===== src/rtl/round_norm_pipe.sv =====
// round_norm_pipe
//   Two-stage normalise-and-round back end for a floating-point multiplier.
//   Stage 1 normalises the raw mantissa product so its leading one sits in the
//   top bit and adjusts the exponent to match. Stage 2 rounds the product to
//   MAN_W bits in the requested mode and flags overflow and inexact results.
//   Each stage holds one beat and advances under a valid/ready handshake, so a
//   stalled output never loses, duplicates or reorders beats.
//
// Ports
//   clk          in   rising-edge clock
//   rst          in   asynchronous active-low reset
//   in_valid     in   input beat present
//   in_ready     out  input beat accepted when in_valid && in_ready
//   in_man       in   IN_W-bit unsigned mantissa product in [1,4) or zero
//   in_exp       in   EXP_W-bit biased exponent before normalisation
//   in_sign      in   result sign
//   round_mode   in   000 to-zero, 001 +inf, 010 -inf, 011 nearest-even,
//                     100 nearest-ties-away, others as 000
//   out_valid    out  result beat present
//   out_ready    in   downstream takes the result beat
//   out_man      out  MAN_W-bit rounded mantissa (hidden bit included)
//   out_exp      out  EXP_W-bit result exponent
//   out_sign     out  result sign
//   out_inexact  out  rounding discarded non-zero bits
//   out_overflow out  exponent reached the all-ones encoding
module round_norm_pipe #(
    parameter int MAN_W = 24,
    parameter int IN_W  = 2 * MAN_W,
    parameter int EXP_W = 8
) (
    input  logic             clk,
    input  logic             rst,
    input  logic             in_valid,
    output logic             in_ready,
    input  logic [IN_W-1:0]  in_man,
    input  logic [EXP_W-1:0] in_exp,
    input  logic             in_sign,
    input  logic [2:0]       round_mode,
    output logic             out_valid,
    input  logic             out_ready,
    output logic [MAN_W-1:0] out_man,
    output logic [EXP_W-1:0] out_exp,
    output logic             out_sign,
    output logic             out_inexact,
    output logic             out_overflow
);

    // Smallest exponent that no longer encodes a finite number.
    localparam logic [EXP_W:0] EXP_MAX = {1'b0, {EXP_W{1'b1}}};

    typedef struct packed {
        logic [MAN_W-1:0] man;
        logic [EXP_W-1:0] exp;
        logic             inexact;
        logic             overflow;
    } rnd_t;

    // Round a normalised product (leading one in the top bit) to MAN_W bits.
    // The exponent is carried one bit wider so a rounding carry out of an
    // already-large exponent is still seen as overflow rather than wrapping.
    function automatic rnd_t round_beat(
        input logic [IN_W-1:0] man,
        input logic [EXP_W:0]  exp,
        input logic            sign,
        input logic [2:0]      mode,
        input logic            zero
    );
        logic [MAN_W-1:0] kept;
        logic             guard;
        logic             sticky;
        logic             inexact;
        logic             inc;
        logic [MAN_W:0]   sum;
        logic [EXP_W:0]   exp_r;
        rnd_t             r;

        kept    = man[IN_W-1 -: MAN_W];
        guard   = man[IN_W-1-MAN_W];
        sticky  = |man[IN_W-2-MAN_W:0];
        inexact = guard | sticky;

        case (mode)
            3'b001:  inc = inexact & ~sign;
            3'b010:  inc = inexact & sign;
            3'b011:  inc = guard & (sticky | kept[0]);
            3'b100:  inc = guard;
            default: inc = 1'b0;
        endcase

        sum   = {1'b0, kept} + {{MAN_W{1'b0}}, inc};
        // A carry out means kept was all ones: the mantissa becomes 1.000...
        // and the exponent steps up once more.
        exp_r = exp + {{EXP_W{1'b0}}, sum[MAN_W]};

        r.man      = sum[MAN_W] ? {1'b1, {(MAN_W-1){1'b0}}} : sum[MAN_W-1:0];
        r.exp      = exp_r[EXP_W-1:0];
        r.inexact  = inexact;
        r.overflow = 1'b0;

        if (exp_r >= EXP_MAX) begin
            r.man      = '0;
            r.exp      = {EXP_W{1'b1}};
            r.inexact  = 1'b1;
            r.overflow = 1'b1;
        end

        // A zero product is exact regardless of the exponent it arrived with.
        if (zero) begin
            r = '0;
        end
        return r;
    endfunction

    logic             r_live;
    logic             r_vld_p1;
    logic [IN_W-1:0]  r_man_p1;
    logic [EXP_W:0]   r_exp_p1;
    logic             r_sign_p1;
    logic [2:0]       r_mode_p1;
    logic             r_zero_p1;

    logic             r_vld_p2;
    logic [MAN_W-1:0] r_man_p2;
    logic [EXP_W-1:0] r_exp_p2;
    logic             r_sign_p2;
    logic             r_inexact_p2;
    logic             r_overflow_p2;

    logic             w_load_p2;
    logic             w_accept;
    logic [IN_W-1:0]  w_man_norm;
    logic [EXP_W:0]   w_exp_norm;
    rnd_t             w_rnd;

    // Output stage can take a new beat when empty or when its beat leaves.
    assign w_load_p2 = ~r_vld_p2 | out_ready;
    // r_live keeps in_ready low during reset and for the first edge after it.
    assign in_ready  = r_live & (~r_vld_p1 | w_load_p2);
    assign w_accept  = in_valid & in_ready;

    assign w_man_norm = in_man[IN_W-1] ? in_man : {in_man[IN_W-2:0], 1'b0};
    assign w_exp_norm = {1'b0, in_exp} + {{EXP_W{1'b0}}, in_man[IN_W-1]};

    always_ff @(posedge clk or negedge rst) begin
        if (!rst) begin
            r_live <= 1'b0;
        end else begin
            r_live <= 1'b1;
        end
    end

    // ---- stage 1: normalise ----
    always_ff @(posedge clk or negedge rst) begin
        if (!rst) begin
            r_vld_p1 <= 1'b0;
        end else if (in_ready) begin
            r_vld_p1 <= in_valid;
        end
    end

    always_ff @(posedge clk) begin
        if (w_accept) begin
            r_man_p1  <= w_man_norm;
            r_exp_p1  <= w_exp_norm;
            r_sign_p1 <= in_sign;
            r_mode_p1 <= round_mode;
            r_zero_p1 <= (in_man == '0);
        end
    end

    // ---- stage 2: round ----
    assign w_rnd = round_beat(r_man_p1, r_exp_p1, r_sign_p1, r_mode_p1, r_zero_p1);

    always_ff @(posedge clk or negedge rst) begin
        if (!rst) begin
            r_vld_p2      <= 1'b0;
            r_man_p2      <= '0;
            r_exp_p2      <= '0;
            r_sign_p2     <= 1'b0;
            r_inexact_p2  <= 1'b0;
            r_overflow_p2 <= 1'b0;
        end else if (w_load_p2) begin
            r_vld_p2 <= r_vld_p1;
            if (r_vld_p1) begin
                r_man_p2      <= w_rnd.man;
                r_exp_p2      <= w_rnd.exp;
                r_sign_p2     <= r_sign_p1;
                r_inexact_p2  <= w_rnd.inexact;
                r_overflow_p2 <= w_rnd.overflow;
            end
        end
    end

    assign out_valid    = r_vld_p2;
    assign out_man      = r_man_p2;
    assign out_exp      = r_exp_p2;
    assign out_sign     = r_sign_p2;
    assign out_inexact  = r_inexact_p2;
    assign out_overflow = r_overflow_p2;

endmodule


===== config.mk =====
export PLATFORM = sky130hd
export DESIGN_NAME = round_norm_pipe
export DESIGN_NICKNAME = d
export VERILOG_FILES = /design/src/rtl/round_norm_pipe.sv
export SDC_FILE = /design/constraint.sdc
export NUM_CORES = 1
export LEC_CHECK = 0
export CAP_MARGIN = 30
export CELL_PAD_IN_SITES_DETAIL_PLACEMENT = 1
export CELL_PAD_IN_SITES_GLOBAL_PLACEMENT = 1
export CORE_MARGIN = 2
export CORE_UTILIZATION = 30
export DETAILED_ROUTE_END_ITERATION = 10
export PLACE_DENSITY = 0.68
export SETUP_SLACK_MARGIN = 0.15
export SYNTH_ARGS = -nofsm -noshare
export SYNTH_HDL_FRONTEND = slang
export SYNTH_SLANG_ARGS = --single-unit

===== constraint.sdc =====
create_clock -name clk -period 6.45 [get_ports clk]
set_clock_uncertainty 0.05 [all_clocks]
set_input_delay 1.29 -clock clk [delete_from_list [all_inputs] [get_ports clk]]
set_output_delay 1.29 -clock clk [all_outputs]
set_load 0.01 [all_outputs]

After elaboration in Yosys (flattened, before gate mapping):

Cells that the tools add are included.

* output and inout port bits: 37
* register bits after elaboration: 100

* reduce and logical (&&, ||, !) cells: 3
* equal/unequal tests: 4
* order comparisons: 1
* add/sub/neg operators: 3
* bitwise operators: 12
* multiplexer cells: 5

Operators with widths (count)
* $mux W34: 2
* $logic_not A48 Y1: 1
* $mux W47: 1
* $add A24 B1 Y25: 1
* $mux W24: 1
* $reduce_or A23 Y1: 1
* $add A8 B1 Y9: 1
* $add A9 B1 Y9: 1
* $ge A9 B8 Y1 const B: 1
* $eq A3 B2 Y1 const B: 2
* $and A1 B1 Y1: 5
* $or A1 B1 Y1: 4
* $pmux W1 S4: 1
* $eq A3 B1 Y1 const B: 1
* $eq A3 B3 Y1 const B: 1
* $not A1 Y1: 3
* $reduce_and A2 Y1: 1

Logic depth before layout (Yosys ltp):

* word-level depth: 9
* mapped depth: 19
* depth with buffers taken out: 17

Worst setup path before layout:

Ideal clock, no wire load.

* path type: flip-flop to flip-flop
* start: reg r_mode_p1[1]
* end: reg r_man_p2[17], in the netlist out_man[17]
* clock period less this slack: 3.789 ns
* buffers on the path: 2
* cell stages (with the launch flop): 19
* arrival time: 3.614 ns
* path slack: 2.661 ns
* cell sequence: edfxtp_1 > nand2_1 > nor2_1 > nor3_1 > a22o_1 > ha_1 > ha_1 > nand3_1 > nor3_2 > nand3_1 > nor2_1 > buf_4 > ha_1 > nand2_2 > or3_1 > a211o_1 > o211ai_4 > buf_6 > o31ai_2

* longest elaborated chain between the ends: 7

RTL lines
* start: declaration: RTL line 119 `logic [2:0] r_mode_p1;`
* start signal: assignment: RTL line 166 `r_mode_p1 <= round_mode;`
* $eq A3 B3 Y1, or another cell as far along: RTL line 82 `case (mode)`
* $pmux W1 S4 (*): RTL line 82
* $add A24 B1 Y25 (*): RTL line 90 `sum = {1'b0, kept} + {{MAN_W{1'b0}}, inc};`
* $add A9 B1 Y9: RTL line 93 `exp_r = exp + {{EXP_W{1'b0}}, sum[MAN_W]};`
* $ge A9 B8 Y1: RTL line 100 `if (exp_r >= EXP_MAX) begin`
* $mux W34 (*): RTL line 100
* $mux W34 (*): RTL line 108 `if (zero) begin`
* end signal: assignment: RTL line 185 `r_man_p2 <= w_rnd.man;`
* end: declaration: RTL line 123 `logic [MAN_W-1:0] r_man_p2;`

Every way passes the cells marked *; elsewhere a longest branch is shown, timed or not.
A chain may end at the register's enable or synchronous reset.

Worst setup path after layout:

* start: reg r_mode_p1[0]
* end: reg r_man_p2[15], in the netlist out_man[15]

Same word-level chain as after synthesis.

==> results.py <==
metrics = {
    "synth": {
        "synthTopCellsByArea": "edfxtp_1, dfrtp_1, mux2_2",
        "synth_nets": 462,
        "async_flop_share": 0.380,
        "synth-seq-cells": 100,
        "synth_cell_type_count": 44,
        "synth_top_flop_cell": "edfxtp_1",
        "synth-seq-area-share": 0.566,
        "synth_cells": 392,
        "yosysWarnings": 0,
        "yosys.area.top_type": "edfxtp_1",
        "synth_edf_count": 62,
        "syn_area_mm2": 0.00497,
        "avgSynthCellArea_um2": 12.7,
        "yosysTopAreaCellShare": 0.374,
    },
    "sta": {
        "hold_ws_ns": 0.429,
        "finalHoldViolCount": 0,
        "slew_headroom": 0.367,
        "finalSetupTns_ns": 0,
        "layout_min_cycle_time_ns": 5.22,
        "fmax_ghz": 0.192,
        "setup_viol": 0,
        "slew_viol_final": 0,
        "period_share": 0.809,
        "tightestPinTransition_ns": 0.945,
        "worst_slack_ns": 1.23,
        "rsz0062_at_grt": "no",
    },
    "worst_hold_path": {
        "hold_depth": 1,
        "worstHoldPathType": "reg2reg",
    },
    "setup_path": {
        "crit_cells": 16,
        "critPathLaunchType": "flip-flop",
        "crit_chain": "nand2_1 -> nor2_1 -> nor3_1 -> a22o_1 -> ha_1 -> ha_1 -> nand3_1 -> nor3_2 -> nand3_1 -> nor2_1 -> ha_1 -> and4_1 -> nand3_1 -> xor2_1 -> o211ai_4 -> o31ai_1",
        "cp_top_family": "simple AND/OR/NAND/NOR gates",
        "reg2reg_depth": 16,
        "worstPathArrival_ns": 5.41,
        "cp_slowest_cell": "xor2_1",
        "critPathKind": "reg2reg",
        "timing.critical_path.to_type": "flip-flop",
        "path_buf_inv": 0,
        "crit_path_max_incr_delay_ns": 0.70,
        "worstPathRequired_ns": 6.64,
        "cp_max_fo": 24,
    },
    "clock_network": {
        "ctsHoldBuffers": 0,
        "cts_buffer_depth": 2,
        "cts_resized": 0,
        "htreeDepth": 3,
        "cts_setup_buffers": 0,
        "tritoncts.num_buffers": 9,
        "cts.clk_slew.worst_paths_ns": 0.07,
        "tritoncts": "done",
        "cts.sinks": 100,
        "clkLatencyLatePin_ns": 0.35,
        "cts_root_buffer": "clkbuf_16",
    },
    "flow_run": {
        "drv_cap": 0,
    },
    "final_layout": {
        "drive_gt1_frac": 0.191,
        "diodes": 0,
        "final_nets": 562,
        "area_delta_synth_final_pct": 30.9,
        "final_cells": 717,
    },
    "detailed_routing": {
        "routed_wl_mm": 12.0,
        "vias_per_cell": 4.80,
        "drc": 0,
        "routedWlPerCell_um": 16.7,
        "vias": 3443,
        "antenna_left": 0,
        "drt_pass1_iterations": 4,
        "drt_iter0_drc": 129,
    },
    "power": {
        "p_leak_nw": 2.38,
        "p_switching_mw": 0.426,
        "comb_power_share": 0.192,
        "pwr-share-clk": 0.326,
        "p_per_area_mw_per_mm2": 255,
        "internal_power_mw": 1.23,
        "p_sw_frac": 0.256,
        "peakVddDrop_mv": 0.152,
        "seqPwrFrac": 0.482,
    },
    "global_route": {
        "grt-busiest-layer": "met2",
        "grt_pass1_vias": 3706,
        "antenna_found_initial": 0,
        "use_met1": 0.173,
        "grt_first_pass_wirelength_mm": 19.6,
        "grt_max_degree": 64,
        "met2_usage": 0.239,
        "globalRouteMet3Util": 0.0368,
        "grtUsageTotal": 0.141,
        "grt-ovfl-total": 0,
    },
    "die": {
        "core_area_mm2": 0.0164,
        "core.rowCount": 47,
        "initial_core_util": 0.303,
        "io_pins": 101,
        "dieArea_mm2": 0.0176,
        "die_h_um": 133,
        "chipWidth_um": 133,
    },
    "placement": {
        "gp_congestion": 0.836,
        "dp_slack_ns": 1.16,
        "place_hpwl_mm": 9.16,
        "io_buffers": 100,
        "dp_cells": 700,
    },
    "run_status": {
        "status": "finished, final reports clean",
    },
}
==> registers in the layout, indices dropped and copies added (netlist names) <==
register,count
out_exp,8
out_inexact,1
out_man,24
out_overflow,1
out_sign,1
out_valid,1
r_exp_p1,9
r_live,1
r_man_p1,48
r_mode_p1,3
r_sign_p1,1
r_vld_p1,1
r_zero_p1,1
==> stage by stage <==
| stage | power [mW] | cell area, um2 | utilization |
|---|---|---|---|
| final | 1.66 | 6510 | 0.397 |
| after CTS | 1.68 | 6490 | 0.396 |
| after global placement | 1.13 | 6190 | 0.377 |
| after global routing | 1.73 | 6510 | 0.397 |
| after detailed placement | 1.14 | 6190 | 0.377 |
| after floorplan | 0.950 | 4970 | - |
==> power by group through the flow <==
stage               Clock, mW  Combinational, mW  Sequential (mW)
global placement            0              0.315            0.812
finish                  0.542              0.318            0.801
detailed placement          0              0.321            0.815
floorplan                   0              0.124            0.826
global route            0.578              0.347            0.810
CTS                     0.556              0.323            0.802
==> cell families (layout without fill, tap and decap cells) <==
| kind of cell | count (synthesis) | in the layout | synth area share |
|---|---|---|---|
| and+or+nand+nor | 127 | 127 | 0.134 |
| muxes | 49 | 49 | 0.110 |
| DFF | 100 | 100 | 0.566 |
| adders and majority gates | 6 | 6 | 0.0151 |
| xor gates and xnor gates | 34 | 34 | 0.0599 |
| AOI/OAI and AO/OA | 53 | 53 | 0.0933 |
| buffers and inverters | 22 | 127 | 0.0209 |
| other | 1 | 1 | 0.000754 |
==> worst register-to-register path: stages, from the launching register on <==
cell and delay [ns]:
edfxtp_1 0.43, nand2_1 0.10, nor2_1 0.04, nor3_1 0.17
a22o_1 0.17, ha_1 0.18, ha_1 0.19, nand3_1 0.20
nor3_2 0.47, nand3_1 0.13, nor2_1 0.54, ha_1 0.41
and4_1 0.33, nand3_1 0.14, xor2_1 0.70, o211ai_4 0.51
o31ai_1 0.37
==> path summary, 6_finish.rpt <==
path / from / end / slack (ns)
worst max-delay path: r_mode_p1[0]$_DFFE_PP_ / out_man[15]$_DFFE_PN0P_ / 1.23
worst min-delay path: out_exp[2]$_DFFE_PN0P_ / out_exp[2]$_DFFE_PN0P_ / 0.43
worst max register to register: r_mode_p1[0]$_DFFE_PP_ / out_man[15]$_DFFE_PN0P_ / 1.23
worst min register to register: out_exp[2]$_DFFE_PN0P_ / out_exp[2]$_DFFE_PN0P_ / 0.43
max in group asynchronous: rst / out_man[15]$_DFFE_PN0P_ / 4.81
min in group asynchronous: rst / out_exp[1]$_DFFE_PN0P_ / 1.00
==> synthesized netlist by cell type (2+ instances only) <==
master and count:
a21o_1 9, nor3_1 5, a211oi_1 7, and4_1 3
buf_2 2, o21ai_2 12, mux2i_1 2, a22o_1 3
edfxtp_1 62, nor2_1 10, and3_1 6, nand3_1 18
xnor2_1 15, o21ai_0 4, o31ai_1 5, mux2_2 47
clkbuf_1 10, inv_1 7, nand2b_1 2, nor3_2 2
nor3b_1 3, nand4_1 13, nand2_1 39, xor2_1 19
ha_1 6, o31ai_2 8, nor4_1 18, buf_6 2
dfrtp_1 38
==> routing by layer <==
layer	routed length, um	part of all wire
met4	214	0.018
met2	5840	0.49
met1	5350	0.45
met3	596	0.050
met5	0	0
==> final cells by class <==
| type | instances | area [um2] |
|---|---|---|
| fill | 1754 | 9900 |
| multi-input combinational | 270 | 2060 |
| clock inverter | 5 | 41.3 |
| inverter | 7 | 26.3 |
| timing repair buffer | 104 | 1030 |
| sequential | 100 | 2810 |
| tap | 220 | 275 |
| clock buffer | 11 | 264 |
==> placed cells by master, fill, tap and decap left out, types with 2 or more instances in the layout <==
cell type,count
a21o_1,9
nor3_1,5
a22o_1,3
o21ai_0,4
o31ai_2,8
clkdlybuf4s50_1,98
clkbuf_16,10
nor3b_1,3
a211oi_1,7
mux2_2,47
dfrtp_1,38
nor4_1,18
o21ai_2,12
mux2i_1,2
nand2b_1,2
buf_4,3
ha_1,6
nand4_1,13
inv_1,7
xnor2_1,15
and4_1,3
nand2_1,39
and3_1,5
xor2_1,19
nor3_2,2
o31ai_1,5
nand3_1,18
edfxtp_1,62
buf_2,2
nor2_1,10
(Power assumes the default switching activity.)
